`config.mk`:
```
export PLATFORM = sky130hd
export DESIGN_NAME = dma_sequencer
export DESIGN_NICKNAME = d
export VERILOG_FILES = /design/src/rtl/dma_sequencer.sv
export SDC_FILE = /design/constraint.sdc
export NUM_CORES = 1
export LEC_CHECK = 0
export BUFFER_PORTS_ARGS = -buffer_cell sky130_fd_sc_hd__buf_4
export CAP_MARGIN = 30
export CORE_MARGIN = 4
export CORE_UTILIZATION = 45
export DETAILED_ROUTE_END_ITERATION = 7
export HOLD_SLACK_MARGIN = 0.15
export PLACE_DENSITY = 0.65
export SYNTH_ARGS = -nofsm -noshare
export SYNTH_HDL_FRONTEND = slang
export SYNTH_SLANG_ARGS = --single-unit
```
`constraint.sdc`:
```
create_clock -name clk -period 3.7 [get_ports clk]
set_input_delay 0.37 -clock clk [delete_from_list [all_inputs] [get_ports clk]]
set_output_delay 0.37 -clock clk [all_outputs]
set_load 0.03 [all_outputs]
```
`src/rtl/dma_sequencer.sv`:
```
// -----------------------------------------------------------------------------
// dma_sequencer
//   Block-copy / fill engine behind the four DMA registers. It takes the shared
//   bus from the CPU and moves words from a source address to a destination
//   address. A copy costs two cycles per word (READ, WRITE). A fill costs one
//   cycle per word. Each transfer adds one GRANT cycle and one DONE cycle.
//
//   Optional build macro: DMA_BLANK_ONLY_EN
//     When defined, READ/WRITE steps advance only during blanking
//     (hbright=0 or vbright=0). During active video the engine parks in PAUSE
//     and releases the bus. It then resumes through GRANT with the saved
//     src/dst/cnt.
//
//   Ports
//     clk, rst           system clock, asynchronous active-low reset
//     reg_en/reg_mode    register window select / register index
//                        (0 SRC_L, 1 SRC_U control, 2 DST, 3 AMT)
//     reg_write/wdata    CPU write strobe and data
//     reg_rdata          combinational register readback
//     bus_addr/write/    DMA side of the shared bus; bus_rdata returns one
//     wdata/rdata        cycle after the address (synchronous memory)
//     bus_grant          DMA owns the bus
//     cpu_stall          freezes the CPU pipeline
//     hbright/vbright    active-video indicators (used only with the macro)
//     busy, done         transfer in progress / one-cycle completion pulse
// -----------------------------------------------------------------------------
module dma_sequencer #(
   parameter int ADDR_W = 16,
   parameter int DATA_W = 16,
   parameter int CNT_W  = 16
) (
   input  logic              clk,
   input  logic              rst,
   input  logic              reg_en,
   input  logic [1:0]        reg_mode,
   input  logic              reg_write,
   input  logic [DATA_W-1:0] reg_wdata,
   output logic [DATA_W-1:0] reg_rdata,
   output logic [ADDR_W-1:0] bus_addr,
   output logic              bus_write,
   output logic [DATA_W-1:0] bus_wdata,
   input  logic [DATA_W-1:0] bus_rdata,
   output logic              bus_grant,
   output logic              cpu_stall,
   input  logic              hbright,
   input  logic              vbright,
   output logic              busy,
   output logic              done
);

   typedef enum logic [2:0] {
      S_IDLE, S_GRANT, S_READ, S_WRITE, S_DONE, S_PAUSE
   } state_t;

   state_t            r_state;
   logic [ADDR_W-1:0] r_src;
   logic [ADDR_W-1:0] r_dst;
   logic [CNT_W-1:0]  r_cnt;
   logic [1:0]        r_ctrl;    // [0] FILL, [1] DST_HOLD
   logic              r_done;

   logic              w_wr;
   logic              w_fill;
   logic              w_hold;
   logic              w_blank;
   logic [DATA_W-1:0] w_ctrl_rd;

   assign w_wr   = reg_en & reg_write;
   assign w_fill = r_ctrl[0];
   assign w_hold = r_ctrl[1];

`ifdef DMA_BLANK_ONLY_EN
   assign w_blank = ~(hbright & vbright);
`else
   logic w_unused_blank;
   assign w_unused_blank = hbright ^ vbright;
   assign w_blank        = 1'b1;
`endif

   // Control FSM and the working address/count registers.
   always_ff @(posedge clk or negedge rst) begin
      if (!rst) begin
         r_state <= S_IDLE;
         r_src   <= '0;
         r_dst   <= '0;
         r_cnt   <= '0;
         r_ctrl  <= '0;
         r_done  <= 1'b0;
      end else begin
         r_done <= 1'b0;
         case (r_state)
            S_IDLE: begin
               // The registers are writable only here. Writes arriving
               // mid-transfer (including AMT) fall through this case untouched.
               if (w_wr) begin
                  case (reg_mode)
                     2'd0: r_src  <= ADDR_W'(reg_wdata);
                     2'd1: r_ctrl <= reg_wdata[1:0];
                     2'd2: r_dst  <= ADDR_W'(reg_wdata);
                     2'd3: begin
                        r_cnt <= CNT_W'(reg_wdata);
                        if (CNT_W'(reg_wdata) == '0) r_done  <= 1'b1;
                        else                         r_state <= S_GRANT;
                     end
                     default: ;
                  endcase
               end
            end
            // Stall is already up here, so the CPU finishes its access
            // before the bus switches over.
            S_GRANT: r_state <= w_fill ? S_WRITE : S_READ;
            S_READ: begin
               r_state <= w_blank ? S_WRITE : S_PAUSE;
            end
            S_WRITE: begin
               if (!w_blank) begin
                  // The write is suppressed (bus_write gated). A copy re-reads
                  // the word after GRANT, so nothing is lost or repeated.
                  r_state <= S_PAUSE;
               end else begin
                  if (!w_fill) r_src <= r_src + ADDR_W'(1);
                  if (!w_hold) r_dst <= r_dst + ADDR_W'(1);
                  r_cnt <= r_cnt - CNT_W'(1);
                  if (r_cnt == CNT_W'(1)) begin
                     r_state <= S_DONE;
                     r_done  <= 1'b1;
                  end else if (!w_fill) begin
                     r_state <= S_READ;
                  end
               end
            end
            S_DONE:  r_state <= S_IDLE;
            S_PAUSE: if (w_blank) r_state <= S_GRANT;
            default: r_state <= S_IDLE;
         endcase
      end
   end

   // The bus controls decode straight from the state register, so reset
   // clears them immediately.
   assign busy      = (r_state != S_IDLE);
   assign done      = r_done;
   assign cpu_stall = (r_state == S_GRANT) | (r_state == S_READ) | (r_state == S_WRITE);
   assign bus_grant = (r_state == S_READ) | (r_state == S_WRITE);
   assign bus_write = (r_state == S_WRITE) & w_blank;

   always_comb begin
      bus_addr  = '0;
      bus_wdata = '0;
      if (r_state == S_READ) begin
         bus_addr = r_src;
      end else if (r_state == S_WRITE) begin
         bus_addr  = r_dst;
         // Fill data is the SRC_L value. A copy forwards the word fetched
         // in the preceding READ.
         bus_wdata = w_fill ? DATA_W'(r_src) : bus_rdata;
      end
   end

   always_comb begin
      w_ctrl_rd            = '0;
      w_ctrl_rd[DATA_W-1]  = busy;
      w_ctrl_rd[1:0]       = r_ctrl;
   end

   always_comb begin
      reg_rdata = '0;
      case (reg_mode)
         2'd0: reg_rdata = DATA_W'(r_src);
         2'd1: reg_rdata = w_ctrl_rd;
         2'd2: reg_rdata = DATA_W'(r_dst);
         2'd3: reg_rdata = DATA_W'(r_cnt);
      endcase
   end

endmodule

```
* Word-level counts from Yosys, hierarchy flattened
Index checks and enable logic that the tools add are counted.
Operators by class: add/subtract/negate cells 3, equal/unequal tests 16, muxes and demuxes 29, bitwise operators 4, reductions and logical operators 10
Operator list (number):
- $mux W16 | 13
- $pmux W16 S2 | 3
- $pmux W16 S4 | 1
- $add A16 B1 Y16 const B | 2
- $eq A16 B1 Y1 const B | 1
- $logic_not A16 Y1 | 1
- $sub A16 B1 Y16 const B | 1
- $mux W3 | 5
- $pmux W3 S5 | 1
- $ne A2 B2 Y1 const B | 7
- $reduce_and A4 Y1 | 3
- $eq A3 B2 Y1 const B | 2
- $reduce_and A3 Y1 | 2
- $mux W1 | 5
- $eq A2 B2 Y1 const B | 2
- $eq A3 B1 Y1 const B | 1
- $eq A3 B3 Y1 const B | 1
- $logic_not A3 Y1 | 1
- $ne A3 B2 Y1 const B | 1
- $or A1 B1 Y1 | 3
- $reduce_bool A3 Y1 | 1
- $eq A2 B1 Y1 const B | 1
- $logic_not A2 Y1 | 1
- $pmux W1 S2 | 1
- 2 further kinds | 2
Storage, ports and cells: register bits 54, bits of input ports 40, output and inout bits 53, word-level logic and storage cells 68

* Logic depth before layout (Yosys ltp)
Gate-level depths: netlist of run 1.
depth in word-level cells 5, depth in mapped cells 8, mapped depth without buffers 6

* Worst setup path after synthesis of run 1
Ideal clock, no wire load.
kind flip-flop to output port, from reg r_state[2], to out bus_wdata[10], data arrival time 1.757 ns, data required time 3.330 ns, path slack 1.573 ns, cell stages (with the launch flop) 7, path buffers 4, path through dfrtp_1 clkbuf_2 nand3b_2 buf_2 clkbuf_1 buf_2 nor2_1
Between the ends: longest elaborated chain between the ends 3, elaborated cells between the ends (all ways) 4, classes of those cells eq/ne (2); mux (2)
Ends and longest elaborated chain:
- start: declaration | RTL line 55 | state_t r_state;
- start signal: assignment | RTL line 111 | S_GRANT: r_state <= w_fill ? S_WRITE : S_READ;
- start signal: assignment | RTL line 113 | r_state <= w_blank ? S_WRITE : S_PAUSE;
- $eq A3 B2 Y1 | RTL line 152 | end else if (r_state == S_WRITE) begin
- $mux W16 | RTL line 152
- $mux W16 (*) | RTL line 150 | if (r_state == S_READ) begin
- end: declaration | RTL line 41 | output logic [DATA_W-1:0] bus_wdata,
Every way passes the cells marked *; elsewhere a longest branch is shown, timed or not.

* Worst setup path in the final report of run 1
from reg r_state[0], to out bus_write
Between the ends: longest elaborated chain between the ends 1
Ends and longest elaborated chain:
- $eq A3 B2 Y1 | RTL line 145 | assign bus_write = (r_state == S_WRITE) & w_blank;
- end: declaration | RTL line 40 | output logic bus_write,
No other way between the ends.

==> metrics.cfg, run 1 <==
[synthesis]
syn_nets=571
synth_cells=527
syn_area_per_cell_sq_um=8.018
synth_compound_area_frac=0.2428
synthArstFlopShare=1.000
synth-adder-area-share=0.01184
ys.flop_type=dfrtp_1
synthSimpleGateAreaFrac=0.2375
yosysSeqAreaShare=0.3198
synth_seq_cells=54
synth-edff-count=0
ys_warn_count=0
synth_xor_area_frac=0
syn_area_sq_um=4225
synth_top_family_by_area=compound AO/OA/AOI/OAI gates
yosysUniqueCellTypes=62
synthMuxAreaShare=0.1279

[critical_path]
critPathKind=reg2out
cp-start-kind=flop
critical_path_arrival_ps=2560
path_max_fanout=34
required_ps=3330
crit_path_end_kind=output port

[placed_design]
place_hpwl_um=10570
dp.cells=694
numPortBuffers=90
gp_congestion=0.8697

[sta]
worst_pin_slew_ps=903.3
rsz0062_at_grt=false
setup_viol=0
fin_crit_ps=2932
slew_viol_final=0
hold_violations=0
finClkSkew_ps=18.29
fmax_mhz=341.1
period_share=0.7924
hold-worst-slack_ps=293.5
relSlewSlack=0.3922
finalSetupTns_ps=0

[global_routing]
grt_pass1_wl_um=22870
antenna_found_initial=0
overflow=0
grtUsageTotal=0.2579
grt_max_degree=55
grt_pass1_vias=4160

[clocking]
h-tree-depth=2
cts_root_buf=clkbuf_8
path_clk_slew_ps=120
clockBufferDepth=2
cts_post_setup_buffers_inserted=0
cts_buffers=5
insertion_delay_ps=330
cts.sinks=54
cts_tree=built

[flow_run]
drv_cap=0

[route]
route.vias.total=4512
drt_drc_violations_left=0
drt_iter0_drc=394
avgViaCountPerCell=6.418
drt_wl_total_um=14320
ant_nets=0
wl_per_cell_um=20.37
drt_pass1_iterations=5

[floorplan]
die_x_um=104.9
start_util=0.4595
core-area_sq_um=9196
ioPinCount=93
dieArea_sq_um=11000
die_h_um=104.9
num_rows=35

[cells_and_area]
layoutNonFillerInstCount=703
diodes=0
drive_gt1_frac=0.2078
area_growth_pct=19.87
finalNetCount=635

[power]
power_mw=2.243
max-vdd-ir-drop_mv=0.2981
p_leak_nw=2.427
p_per_area_nw_per_um2=442.9

[status]
status=completed

[worst_hold_path]
min_path_type=in2reg

==> stage by stage <==
step,cell area (sq um),util,worst slack (ps)
2_1_floorplan,4225,-,1573
3_3_place_gp,4912,0.5342,1177
3_5_place_dp,4912,0.5342,1198
4_1_cts,5065,0.5507,812.0
5_1_grt,5065,0.5507,647.7
6_report,5065,0.5507,768.3
==> metal layers <==
layer / vias up / wire length, um / global-route usage
met5: - / 0 / 0
met4: 0 / 320 / 0.06842
met3: 24 / 1050 / 0.04385
met2: 200 / 6762 / 0.4106
met1: 2183 / 6186 / 0.3628
li1: 2105 / - / -
==> timing repair <==
item | in CTS | in global routing
hold buffers | 1 | 0
endpoints found under the setup margin | 0 | 0
gates resized for setup | 0 | 0
hold endpoints to repair | 30 | 0
==> worst paths after layout <==
| check | from | to | slack, ps | cells after the start |
|---|---|---|---|---|
| setup / recovery | r_state[0] | bus_write | 770 | 6 |
| setup reg to reg | r_state[0] | r_cnt[13] | 1120 | 7 |
| hold / removal | reg_wdata[1] | r_ctrl[1] | 290 | 2 |
| max in group asynchronous | rst | r_dst[13] | 2560 | 2 |
| hold reg to reg | r_cnt[5] | r_cnt[5] | 580 | 1 |
| min in group asynchronous | rst | r_ctrl[1] | 650 | 2 |
==> cell usage after synthesis (3+ instances only) <==
| cell type | number | area share |
|---|---|---|
| buf_2 | 20 | 0.024 |
| dfrtp_1 | 54 | 0.32 |
| a22oi_1 | 3 | 0.0053 |
| o22ai_1 | 6 | 0.0089 |
| a211oi_1 | 3 | 0.0053 |
| o22a_1 | 9 | 0.019 |
| a21o_1 | 3 | 0.0053 |
| a31oi_1 | 9 | 0.013 |
| and2_1 | 6 | 0.0089 |
| o21a_1 | 4 | 0.0071 |
| clkbuf_1 | 18 | 0.016 |
| or4_1 | 3 | 0.0053 |
| mux4_2 | 3 | 0.016 |
| nor3_1 | 15 | 0.018 |
| and4_1 | 6 | 0.012 |
| a2bb2oi_1 | 4 | 0.0083 |
| or3_1 | 3 | 0.0044 |
| nand2_1 | 41 | 0.036 |
| nor4_1 | 13 | 0.019 |
| a21oi_1 | 41 | 0.049 |
| ha_1 | 4 | 0.012 |
| a41oi_1 | 3 | 0.0062 |
| a22o_1 | 4 | 0.0083 |
| nand4_1 | 13 | 0.019 |
| inv_1 | 14 | 0.012 |
| mux2i_1 | 45 | 0.11 |
| and3_1 | 7 | 0.010 |
| o21ai_0 | 51 | 0.060 |
| o31ai_1 | 5 | 0.0089 |
| nand3_1 | 18 | 0.021 |
| nor2_1 | 61 | 0.054 |
==> cell families after synthesis <==
group,Yosys count
muxes,50
adders and majority gates,4
buffers and inverters,58
DFF,54
and+or+nand+nor,198
AOI/OAI and AO/OA,163
==> cell type report <==
cell class / count / area [sq um]
Clock buffer: 6 / 82.58
Clock inverter: 2 / 60.06
Fill cell: 872 / 4131
Inverter: 15 / 58.81
Multi-Input combinational cell: 415 / 2620
Sequential cell: 54 / 1351
Tap cell: 111 / 138.9
Timing Repair Buffer: 100 / 753.2
==> cell usage in the layout, fill, tap and decap left out, types with 4 or more instances in the layout <==
| cell type | instances |
|---|---|
| nand3_1 | 18 |
| clkbuf_8 | 6 |
| mux2i_1 | 45 |
| nor2_1 | 61 |
| a31oi_1 | 9 |
| o22ai_1 | 6 |
| a2bb2oi_1 | 4 |
| buf_4 | 99 |
| nand2_1 | 41 |
| o22a_1 | 9 |
| and3_1 | 7 |
| a21oi_1 | 41 |
| ha_1 | 4 |
| nand4_1 | 13 |
| o31ai_1 | 5 |
| o21ai_0 | 51 |
| nor3_1 | 15 |
| nor4_1 | 13 |
| o21a_1 | 4 |
| and4_1 | 6 |
| dfrtp_1 | 54 |
| and2_1 | 6 |
| inv_1 | 13 |
| a22o_1 | 4 |
==> report_power, final <==
group	internal [mW]	switching (mW)	total, mW
clock network	0.289	0.219	0.508
logic	0.338	0.504	0.842
registers	0.699	0.194	0.893
total	1.33	0.917	2.24
==> worst max-delay path: stages, from the launching register on <==
cell and delay (ps):
dfrtp_1 380, buf_4 250, nand3b_2 120, buf_4 250
clkinv_1 540, buf_4 460, buf_4 220
==> flip-flops by register name, summed over array words and instances, names as in the netlist <==
signal	cells
r_cnt	16
r_dst	16
r_src	16
r_state	3
r_ctrl	2
done	1
Power figures use the tool's default switching activity.
==> run 2: changes to the inputs <==
--- a/config.mk
+++ b/config.mk
@@ -11,7 +11,7 @@
 export CORE_UTILIZATION = 45
 export DETAILED_ROUTE_END_ITERATION = 7
 export HOLD_SLACK_MARGIN = 0.15
-export PLACE_DENSITY = 0.65
+export PLACE_DENSITY = 0.68
 export SYNTH_ARGS = -nofsm -noshare
 export SYNTH_HDL_FRONTEND = slang
 export SYNTH_SLANG_ARGS = --single-unit
==> constraint.sdc (replaced) <==
create_clock -name clk -period 2.55 [get_ports clk]
set_input_delay 0.255 -clock clk [delete_from_list [all_inputs] [get_ports clk]]
set_output_delay 0.255 -clock clk [all_outputs]
set_load 0.03 [all_outputs]
==> run 2 against run 1 <==
  * Sequential share of layout area rose by 0.15 points
  * Clock power fell by 7.3%
  * Die area did not move
  * Largest cell class unchanged
  * Highest routed layer unchanged
==> metrics.cfg, run 2 (same netlist as run 1, synthesis figures left out) <==
[critical_path]
critPathKind=reg2out
r2r-start=r_state[0]
r2r_cells=5
path_max_fanout=25
cp-start-kind=flop
crit_path_end_kind=output port
regToRegSetupSlack_ps=380
r2r_end=r_src[4]
required_ps=2300
critical_path_arrival_ps=2070

[worst_hold_path]
holdPathStages=2
min_path_type=in2reg
whs_endpoint=r_ctrl[1]
hp-start=reg_wdata[1]

[sta]
fin_crit_ps=2323
relSlewSlack=0.4937
finalSetupTns_ps=0
fmax_mhz=430.5
worst_pin_slew_ps=759.4
hold_violations=0
period_share=0.9110
rsz0062_at_grt=false
setup_viol=0
finClkSkew_ps=10.07
slew_viol_final=0

[global_routing]
grtUsageTotal=0.2522
grt_max_degree=61
grt_pass1_vias=4188
overflow=0
antenna_found_initial=0
grt_pass1_wl_um=22540

[clocking]
insertion_delay_ps=300
clockBufferDepth=2
cts.sinks=54
cts_tree=built
cts_root_buf=clkbuf_8
path_clk_slew_ps=100
h-tree-depth=2
cts_buffers=5

[cells_and_area]
drive_gt1_frac=0.2104
top_regs=r_cnt: 16 flops, r_dst: 16 flops, r_src: 16 flops
diodes=0
fin_util=0.5476
final_cell_mix=101 x buf_4, 61 x nor2_1, 54 x dfrtp_1, 51 x o21ai_0, 45 x mux2i_1
area_growth_pct=19.19
finalNetCount=638
final_common_cell=buf_4

[floorplan]
dieArea_sq_um=11000
ioPinCount=93
start_util=0.4595
core-area_sq_um=9196
die_x_um=104.9
die_h_um=104.9
num_rows=35

[power]
p_leak_nw=2.417
max-vdd-ir-drop_mv=0.2657
p_per_area_nw_per_um2=592.3

[route]
drt_drc_violations_left=0
route.vias.total=4465
avgViaCountPerCell=6.333
wl_per_cell_um=19.94
ant_nets=0
drt_pass1_iterations=5
drt_iter0_drc=443
drt_wl_total_um=14060

[placed_design]
place_hpwl_um=10480
numPortBuffers=90
gp_congestion=0.9028

[flow_run]
drv_cap=0

[status]
status=completed

## run 2: changes by cell type in the layout (fill, tap and decap cells not counted), sizes merged
cell	change
clkbuf	-1
buf	+3
inv	+1
bufinv	-2
clkinv	+1
## run 2: area by class of cell
cell class,instances,area [sq um]
Sequential cell,54,1351
Tap cell,111,138.9
Timing Repair Buffer,103,788.3
Multi-Input combinational cell,415,2620
Fill cell,871,4160
Clock inverter,2,10.01
Clock buffer,5,68.82
Inverter,15,58.81
## run 2: timing repair
item	in CTS	in global routing
hold buffers	1	0
buffers inserted	0	0
resized for setup	0	0
hold endpoints to repair	54	0
setup endpoints to repair	0	0
## run 2: power breakdown
group          switching (mW)  internal (mW)
clock                   0.285          0.186
combinational           0.724          0.498
sequential              0.276           1.01
total                    1.28           1.70
## run 2: through the flow
stage / cell area [sq um] / worst slack (ps) / cells / power, mW / hold slack [ps]
finish: 5036 / 226.9 / 705 / 2.983 / 205.8
global route: 5036 / 81.95 / 705 / 3.180 / 193.3
CTS: 5036 / 239.1 / 705 / 2.988 / 196.7
detailed placement: 4947 / 437.5 / 697 / 2.510 / 357.8
global placement: 4947 / 494.0 / 697 / 2.487 / 362.8
floorplan: 4225 / 538.0 / 527 / 2.037 / -40.59
## run 2: layer usage
metal,vias to the layer above,track usage,part of all wire
met5,-,0,0
met4,0,0.08997,0.028
met3,21,0.03706,0.062
met2,201,0.3900,0.47
met1,2141,0.3588,0.44
li1,2102,-,-
## run 2: critical path, stage by stage (launching register included)
cell and delay [ps]:
dfrtp_1 490, nand3b_2 290, inv_1 400, buf_4 360
buf_4 210
## run 2: how the worst max path moves through the flow
stage                                to        from  slack, ps  cells after the start
final                         bus_write  r_state[2]        230                      4
after global routing          bus_write  r_state[2]         80                      4
after CTS                     bus_write  r_state[2]        240                      4
after detailed placement       r_src[4]  r_state[0]        440                      5
after global placement         r_src[4]  r_state[0]        490                      5
after floorplan           bus_wdata[10]  r_state[2]        540                      6
==> run 3: changes to the inputs <==
--- a/config.mk
+++ b/config.mk
@@ -10,8 +10,9 @@
 export CORE_MARGIN = 4
 export CORE_UTILIZATION = 45
 export DETAILED_ROUTE_END_ITERATION = 7
+export GPL_TIMING_DRIVEN = 0
 export HOLD_SLACK_MARGIN = 0.15
-export PLACE_DENSITY = 0.68
+export PLACE_DENSITY = 0.65
 export SYNTH_ARGS = -nofsm -noshare
 export SYNTH_HDL_FRONTEND = slang
 export SYNTH_SLANG_ARGS = --single-unit
==> constraint.sdc (replaced) <==
create_clock -name clk -period 2.8 [get_ports clk]
set_input_delay 0.28 -clock clk [delete_from_list [all_inputs] [get_ports clk]]
set_output_delay 0.28 -clock clk [all_outputs]
set_load 0.03 [all_outputs]
==> run 3 against run 2 <==
  * Clock power grew 18%
  * Total power shrank 3.4%
  * Sequential share of layout area shrank 0.67 points
  * Combinational power is essentially flat
  * Worst setup slack lost 61 ps
  * Critical path type unchanged
  * Largest cell class unchanged
  * Highest routed layer unchanged
==> metrics.cfg, run 3 (same netlist as run 1, synthesis figures left out) <==
[status]
status=completed

[worst_hold_path]
whs_endpoint=r_ctrl[0]
min_path_type=in2reg
hp-start=reg_wdata[0]
holdPathStages=3

[cells_and_area]
drive_gt1_frac=0.2204
area_growth_pct=22.24
finalNetCount=669
top_regs=r_cnt: 16 flops, r_dst: 16 flops, r_src: 16 flops
final_area_sq_um=5165
final_cell_mix=92 x buf_4, 61 x nor2_1, 54 x dfrtp_1, 51 x o21ai_0, 45 x mux2i_1
final_common_cell=buf_4
diodes=0

[power]
p_per_area_nw_per_um2=558.0
swShare=0.4261
p_sw_mw=1.228
max-vdd-ir-drop_mv=0.3024
p_comb_frac=0.417
seqPwrFrac=0.390
pwr-share-clk=0.193
intPower_mw=1.654
p_leak_nw=2.476

[sta]
setup_viol=0
fin_crit_ps=2634
fmax_mhz=379.7
slew_viol_final=0
period_share=0.9407
worst_pin_slew_ps=914.7
hold_violations=0
finalSetupTns_ps=0
rsz0062_at_grt=false
relSlewSlack=0.3846
finClkSkew_ps=13.44

[clocking]
cts_root_buf=clkbuf_8
cts_post_setup_buffers_inserted=0
cts.sinks=54
cts_buffers=5
clockBufferDepth=2
cts_tree=built
h-tree-depth=2
path_clk_slew_ps=110
insertion_delay_ps=330

[route]
route.vias.total=4684
ant_nets=0
drt_iter0_drc=389
drt_drc_violations_left=0
routed-wl-met3_um=1358
wl_met2_um=7403
drt_wl_total_um=16280
met1Wirelength_um=6968
drt_pass1_iterations=5
wl_per_cell_um=22.09
topRoutingLayerUsed=met4
avgViaCountPerCell=6.355

[critical_path]
path_max_fanout=10
required_ps=2520
critical_path_arrival_ps=2350
r2r-start=r_cnt[0]
r2r_cells=6
critPathKind=reg2out
r2r_end=r_cnt[10]
regToRegSetupSlack_ps=550
crit_path_end_kind=output port
cp-start-kind=flop

[global_routing]
grt_max_degree=55
overflow=0
grt_pass1_vias=4413
grtUsageTotal=0.2912
grt_pass1_wl_um=25080
antenna_found_initial=0

[placed_design]
place_hpwl_um=12250
placed_area_sq_um=5040
numPortBuffers=90
gp_congestion=0.9324

[floorplan]
start_util=0.4595
num_rows=35
core-area_sq_um=9196
ioPinCount=93
die_h_um=104.9
die_x_um=104.9
dieArea_sq_um=11000

[flow_run]
drv_cap=0

==> run 3: area by class of cell <==
cell class              instances  area (sq um)
flip-flops and latches         54          1351
multi-input cells             415          2620
clock inverters                 3         45.04
inverters                      15         58.81
repair buffers                 91         685.7
well taps                     111         138.9
fillers                       917          4031
plain buffers                  43         196.4
clock buffers                   5         68.82
==> run 3: critical path: stages, from the launching register on <==
cell	delay (ps)
dfrtp_1	380
clkbuf_2	170
nand3b_2	370
buf_2	280
clkbuf_2	270
buf_2	250
nor2_1	130
buf_4	170
==> run 3: worst max path at each step <==
stage                     startpoint             to  slack, ps
after floorplan           r_state[2]  bus_wdata[10]        760
after global placement    r_state[2]  bus_wdata[14]        400
after detailed placement  r_state[2]  bus_wdata[14]        370
after global routing      r_state[2]  bus_wdata[13]         40
final                     r_state[2]  bus_wdata[14]        170
after CTS                 r_state[2]  bus_wdata[14]          4
==> run 3: routing by layer <==
layer  track usage  up-vias
met5             0        -
met4        0.1040        0
met3       0.06238       44
met2        0.4551      245
met1        0.3981     2228
li1              -     2167
==> run 3: power groups by stage <==
stage	combinational [mW]	sequential (mW)	clock [mW]
floorplan	0.785	1.07	0
global route	1.30	1.15	0.597
finish	1.20	1.13	0.555
global placement	1.18	1.13	0
CTS	1.19	1.12	0.562
detailed placement	1.18	1.13	0
==> run 3: repair_timing <==
| item | in CTS | in global routing |
|---|---|---|
| resized for setup | 0 | 2 |
| hold buffers | 1 | 0 |
| endpoints found under the setup margin | 0 | 10 |
| endpoints found under the hold margin | 54 | 0 |
==> run 3: metrics by stage <==
step / util / hold slack, ps / std cells / worst slack (ps) / total power [mW]
2_1_floorplan: - / -15.59 / 527 / 763.0 / 1.855
3_3_place_gp: 0.5480 / 384.4 / 728 / 396.6 / 2.309
3_5_place_dp: 0.5480 / 385.8 / 728 / 369.7 / 2.313
4_1_cts: 0.5615 / 213.1 / 737 / 4.007 / 2.868
5_1_grt: 0.5616 / 203.7 / 737 / 36.19 / 3.048
6_report: 0.5616 / 212.5 / 737 / 166.0 / 2.882
